## src/rtl/g16_inv_pipe.sv

```systemverilog
// Three-stage GF(2^4) inverter, tower/normal basis (Z^4, Z) over GF(2^2) (W^2, W),
// with a valid/ready handshake on both sides and an opaque tag carried per datum.
module g16_inv_pipe #(
  parameter int TAG_W = 4
) (
  input  logic             clk,
  input  logic             rst,
  input  logic             in_valid,
  output logic             in_ready,
  input  logic [3:0]       in_data,
  input  logic [TAG_W-1:0] in_tag,
  output logic             out_valid,
  input  logic             out_ready,
  output logic [3:0]       out_data,
  output logic [TAG_W-1:0] out_tag,
  output logic [1:0]       occupancy
);

  function automatic logic [1:0] gf4_mul(input logic [1:0] x, input logic [1:0] y);
    logic e;
    e = (x[1] ^ x[0]) & (y[1] ^ y[0]);
    return {(x[1] & y[1]) ^ e, (x[0] & y[0]) ^ e};
  endfunction

  function automatic logic [1:0] gf4_sq(input logic [1:0] x);
    return {x[0], x[1]};
  endfunction

  function automatic logic [1:0] gf4_scl_n(input logic [1:0] x);
    return {x[0], x[1] ^ x[0]};
  endfunction

  logic             v1_q, v1_d, v2_q, v2_d, v3_q, v3_d;
  logic [1:0]       a1_q, a1_d, b1_q, b1_d, c1_q, c1_d;
  logic [1:0]       a2_q, a2_d, b2_q, b2_d, d2_q, d2_d;
  logic [1:0]       p3_q, p3_d, q3_q, q3_d;
  logic [TAG_W-1:0] tag1_q, tag1_d, tag2_q, tag2_d, tag3_q, tag3_d;
  logic [1:0]       occ_q, occ_d;
  logic             adv1, adv2, adv3;
  logic             load1, load2, load3;
  logic [1:0]       a_in, b_in;

  // Ready chain, per-stage load enables and next-state datapath.
  always_comb begin
    adv3  = ~v3_q | out_ready;
    adv2  = ~v2_q | adv3;
    adv1  = ~v1_q | adv2;
    load1 = adv1 & in_valid;
    load2 = adv2 & v1_q;
    load3 = adv3 & v2_q;
    a_in  = in_data[3:2];
    b_in  = in_data[1:0];

    v1_d   = adv1 ? in_valid : v1_q;
    a1_d   = load1 ? a_in : a1_q;
    b1_d   = load1 ? b_in : b1_q;
    c1_d   = load1 ? (gf4_scl_n(gf4_sq(a_in ^ b_in)) ^ gf4_mul(a_in, b_in)) : c1_q;
    tag1_d = load1 ? in_tag : tag1_q;

    // Squaring in GF(4) is also the inverse, and maps 0 to 0.
    v2_d   = adv2 ? v1_q : v2_q;
    a2_d   = load2 ? a1_q : a2_q;
    b2_d   = load2 ? b1_q : b2_q;
    d2_d   = load2 ? gf4_sq(c1_q) : d2_q;
    tag2_d = load2 ? tag1_q : tag2_q;

    v3_d   = adv3 ? v2_q : v3_q;
    p3_d   = load3 ? gf4_mul(d2_q, b2_q) : p3_q;
    q3_d   = load3 ? gf4_mul(d2_q, a2_q) : q3_q;
    tag3_d = load3 ? tag2_q : tag3_q;

    occ_d  = {1'b0, v1_d} + {1'b0, v2_d} + {1'b0, v3_d};
  end

  // Pipeline state; reset flushes all in-flight transactions and clears data.
  always_ff @(posedge clk) begin
    if (rst) begin
      v1_q   <= 1'b0;
      v2_q   <= 1'b0;
      v3_q   <= 1'b0;
      a1_q   <= 2'b00;
      b1_q   <= 2'b00;
      c1_q   <= 2'b00;
      a2_q   <= 2'b00;
      b2_q   <= 2'b00;
      d2_q   <= 2'b00;
      p3_q   <= 2'b00;
      q3_q   <= 2'b00;
      tag1_q <= {TAG_W{1'b0}};
      tag2_q <= {TAG_W{1'b0}};
      tag3_q <= {TAG_W{1'b0}};
      occ_q  <= 2'b00;
    end else begin
      v1_q   <= v1_d;
      v2_q   <= v2_d;
      v3_q   <= v3_d;
      a1_q   <= a1_d;
      b1_q   <= b1_d;
      c1_q   <= c1_d;
      a2_q   <= a2_d;
      b2_q   <= b2_d;
      d2_q   <= d2_d;
      p3_q   <= p3_d;
      q3_q   <= q3_d;
      tag1_q <= tag1_d;
      tag2_q <= tag2_d;
      tag3_q <= tag3_d;
      occ_q  <= occ_d;
    end
  end

  assign in_ready  = adv1;
  assign out_valid = v3_q;
  assign out_data  = {p3_q, q3_q};
  assign out_tag   = tag3_q;
  assign occupancy = occ_q;

endmodule

```

## config.mk

```make
export PLATFORM = sky130hd
export DESIGN_NAME = g16_inv_pipe
export DESIGN_NICKNAME = d
export VERILOG_FILES = /design/src/rtl/g16_inv_pipe.sv
export SDC_FILE = /design/constraint.sdc
export NUM_CORES = 1
export LEC_CHECK = 0
export ABC_AREA = 1
export CAP_MARGIN = 0
export CORE_ASPECT_RATIO = 0.6
export CORE_MARGIN = 2
export CORE_UTILIZATION = 25
export CTS_BUF_LIST = sky130_fd_sc_hd__clkbuf_16
export DETAILED_ROUTE_END_ITERATION = 10
export PLACE_DENSITY_LB_ADDON = 0.2
export SLEW_MARGIN = 10
export SYNTH_ARGS = -nofsm -noshare
export SYNTH_HDL_FRONTEND = slang
export SYNTH_SLANG_ARGS = --single-unit
```

## constraint.sdc

```tcl
create_clock -name clk -period 1.3 [get_ports clk]
set_input_delay 0.26 -clock clk [delete_from_list [all_inputs] [get_ports clk]]
set_output_delay 0.26 -clock clk [all_outputs]
set_load 0.01 [all_outputs]
```

==> metrics <==
routed vias/inst 4.21; status finished with violations; gr ovfl total 0; Hold Vio Cnt, Final 0; delay-heaviest family, CP adder cells; Die Ht 62.4 um; Final WS setup -0.00578 ns; worst path bufs/invs 1; syn_area_per_cell 6.96 um^2; Leak 0.00102 uW; Worst slew margin 83.7%; Worst Clk Skew 0.00402 ns; Unique masters post-synth 17; first drt pass iteration count 4; Routed Wire Length 3120 um; Core ar. 5520 um^2; Hold EP d2_q[0]; Final ANT Viol Nets 0; Worst IR Drop VDD 0.496 mV; Non-Filler Instances 314; Die Area 6310 um^2; hold_buf cts 0; mapped cell area 1420 um^2; sequential cell area fraction in the yosys report 46.6%; initial antenna violation count 0; Synth area leaders dfxtp_1 47%, nor2_1 16%, nand2_1 9.8%; Clock Latency Late Sink 0.27 ns; CTS Buffer Depth 2; Initial Utilization 25.7%; Sink Count 33; Remaining DRCs 0; failing checks negative setup slack; CP dominant cell by count nand2_2; I/O pin count 24; period utilisation layout 100%; H-tree depth 2; first-pass GRT wire length 5510 um; largest net degree at the start of global routing 26; FF-to-FF Start v2_q; worst-margin pin slew 0.245 ns; CP startpoint kind flip-flop; Setup CP Type flip-flop to flip-flop; CP peak stage delay 0.51 ns; max-cap viol count 0; chip width 101 um; slowest cell on the critical path fa_1; Vias 1321; placed insts 307; Data arrival, critical path 1.48 ns; crit path cell chain nand4_4 -> nand2_2 -> nand2_2 -> inv_2 -> fa_1 -> nor2_1; Rows 21; number of synthesized register bits 33; Max Fanout on Critical Path 4; RSZ-0062 raised after global routing true; CTS Buf Count 5; number of global-route vias before repair 1260; Hold Path Class flip-flop to flip-flop; TritonCTS clock tree done; Max Slew Vio Count 0; cells after synthesis 204; number of I/O port buffers 23; Syn Nets 219; Final Setup Violations 1; hpwl dp 2230 um; diodes inserted 0; overall global routing resource usage 11.2%; R2R Path End occupancy[0]; GPL Wtd Cong 0.709; warnings from Yosys 0; cell count of the worst hold path 2; Worst Hold Margin 0.452 ns; drt first-iter violations 58; Min Clock Period, post-route 1.31 ns; Clk Tree Root Cell clkbuf_16; r2r setup slk -0.006 ns; P&R area growth vs syn 45.2%; Crit. End Element flip-flop; share of cells above drive strength 1 18.4%; Routed WL per cell 9.93 um; Yosys top cell by area dfxtp_1; PD cells 1240 nW/um^2; maximum clock frequency 0.766 GHz; Clk pin slew, worst setup/hold paths 0.05 ns; CP required 1.47 ns; Hold Crit Start c1_q[1]; share of the synthesized area in the top cell type 46.6%; nets@finish 260; worst r2r path cells 6; Layout Utilization 37.3%
logic make-up after synthesis:
logic type      share of synthesized area (%)
buf+inv                                  8.82
xor+xnor                                 2.47
compound gates                           9.88
flops                                    46.6
simple gates                             29.1
fa+ha+maj                                3.17
worst register-to-register path: cells and delay by family, from the launching register on:
kind	cells	cell delay, ns
fa+ha+maj	1	0.51
flops	1	0.37
simple gates	4	0.29
buf+inv	1	0.04
report_power, final:
group | total, uW | switching, uW | internal [uW]
registers | 1120 | 42.7 | 1080
clock network | 1080 | 397 | 683
logic | 356 | 181 | 175
synthesized netlist by cell type:
library cell / count
nor2_1: 59
nand3_1: 8
xnor2_1: 1
ha_1: 2
clkbuf_2: 1
nand4_2: 1
nand2_1: 37
inv_2: 1
buf_2: 3
dfxtp_1: 33
xor2_1: 3
o21ai_0: 24
inv_1: 23
fa_1: 1
clkbuf_1: 2
buf_4: 1
a21oi_1: 4
timing repair:
action                                  4_1_cts  5_1_grt
setup buffers                                 1        0
pin swaps                                     4        2
endpoints found under the setup margin       16       19
resized for setup                            29       15
cloned                                        0        0
placed cells by master, fill, tap and decap left out:
master / instances
xor2_2: 1
ha_1: 1
xor2_1: 2
dfxtp_2: 1
clkbuf_16: 5
nand3_4: 1
buf_4: 15
nand2_1: 33
nand4_4: 1
fa_1: 1
dfxtp_1: 30
buf_12: 1
ha_4: 1
o21ai_1: 1
nand2_2: 3
clkinvlp_4: 1
clkdlybuf4s50_1: 8
nand3_1: 7
inv_1: 20
nor2_4: 1
buf_6: 3
o21ai_0: 23
dlygate4sd2_1: 12
dlymetal6s2s_1: 1
nand2_4: 1
nor2_1: 56
a21oi_1: 4
clkbuf_2: 1
inv_2: 4
clkinv_1: 1
xnor2_2: 1
nor2_2: 2
dfxtp_4: 2
state kept, by name, indices dropped and copies added, names as in the netlist:
signal,count
p3_q,2
b2_q,2
out_valid,1
d2_q,2
q3_q,2
tag2_q,4
a2_q,2
v1_q,1
c1_q,2
out_tag,4
b1_q,2
a1_q,2
tag1_q,4
occupancy,2
v2_q,1
how the worst max path moves through the flow:
stage / startpoint / to / slack (ns) / cells past startpoint
finish: v2_q / occupancy[0] / -0.006 / 6
global route: v2_q / occupancy[0] / -0.05 / 6
CTS: v2_q / occupancy[0] / -0.002 / 6
detailed placement: out_ready / occupancy[0] / -0.48 / 8
global placement: out_ready / occupancy[0] / -0.45 / 8
floorplan: out_valid / occupancy[0] / -0.07 / 6
per-layer routing:
metal	track usage, %	vias to the layer above	wire (um)
met5	0	-	0
met1	14.7	596	1600
met4	5.07	0	50
li1	-	705	-
met2	16.1	15	1330
met3	4.17	5	145
stage by stage:
| step | power, uW | setup TNS (ns) | worst slack (ns) | cell area, um^2 |
|---|---|---|---|---|
| final | 2560 | -0.00578 | -0.00578 | 2060 |
| after global routing | 2690 | -0.158 | -0.0538 | 2060 |
| after CTS | 2580 | -0.00214 | -0.00214 | 2020 |
| after detailed placement | 1490 | -8.14 | -0.485 | 1850 |
| after global placement | 1480 | -7.57 | -0.451 | 1850 |
| after floorplan | 1330 | -0.0671 | -0.0671 | 1430 |
cell type report:
| class | instances | area, um^2 |
|---|---|---|
| repair buffers | 41 | 369 |
| fillers | 606 | 3460 |
| flip-flops and latches | 33 | 669 |
| multi-input cells | 140 | 709 |
| clock buffers | 5 | 125 |
| well taps | 69 | 86.3 |
| inverters | 24 | 93.8 |
| clock inverters | 2 | 7.51 |
No activity file was read; power rests on OpenSTA's default activity.
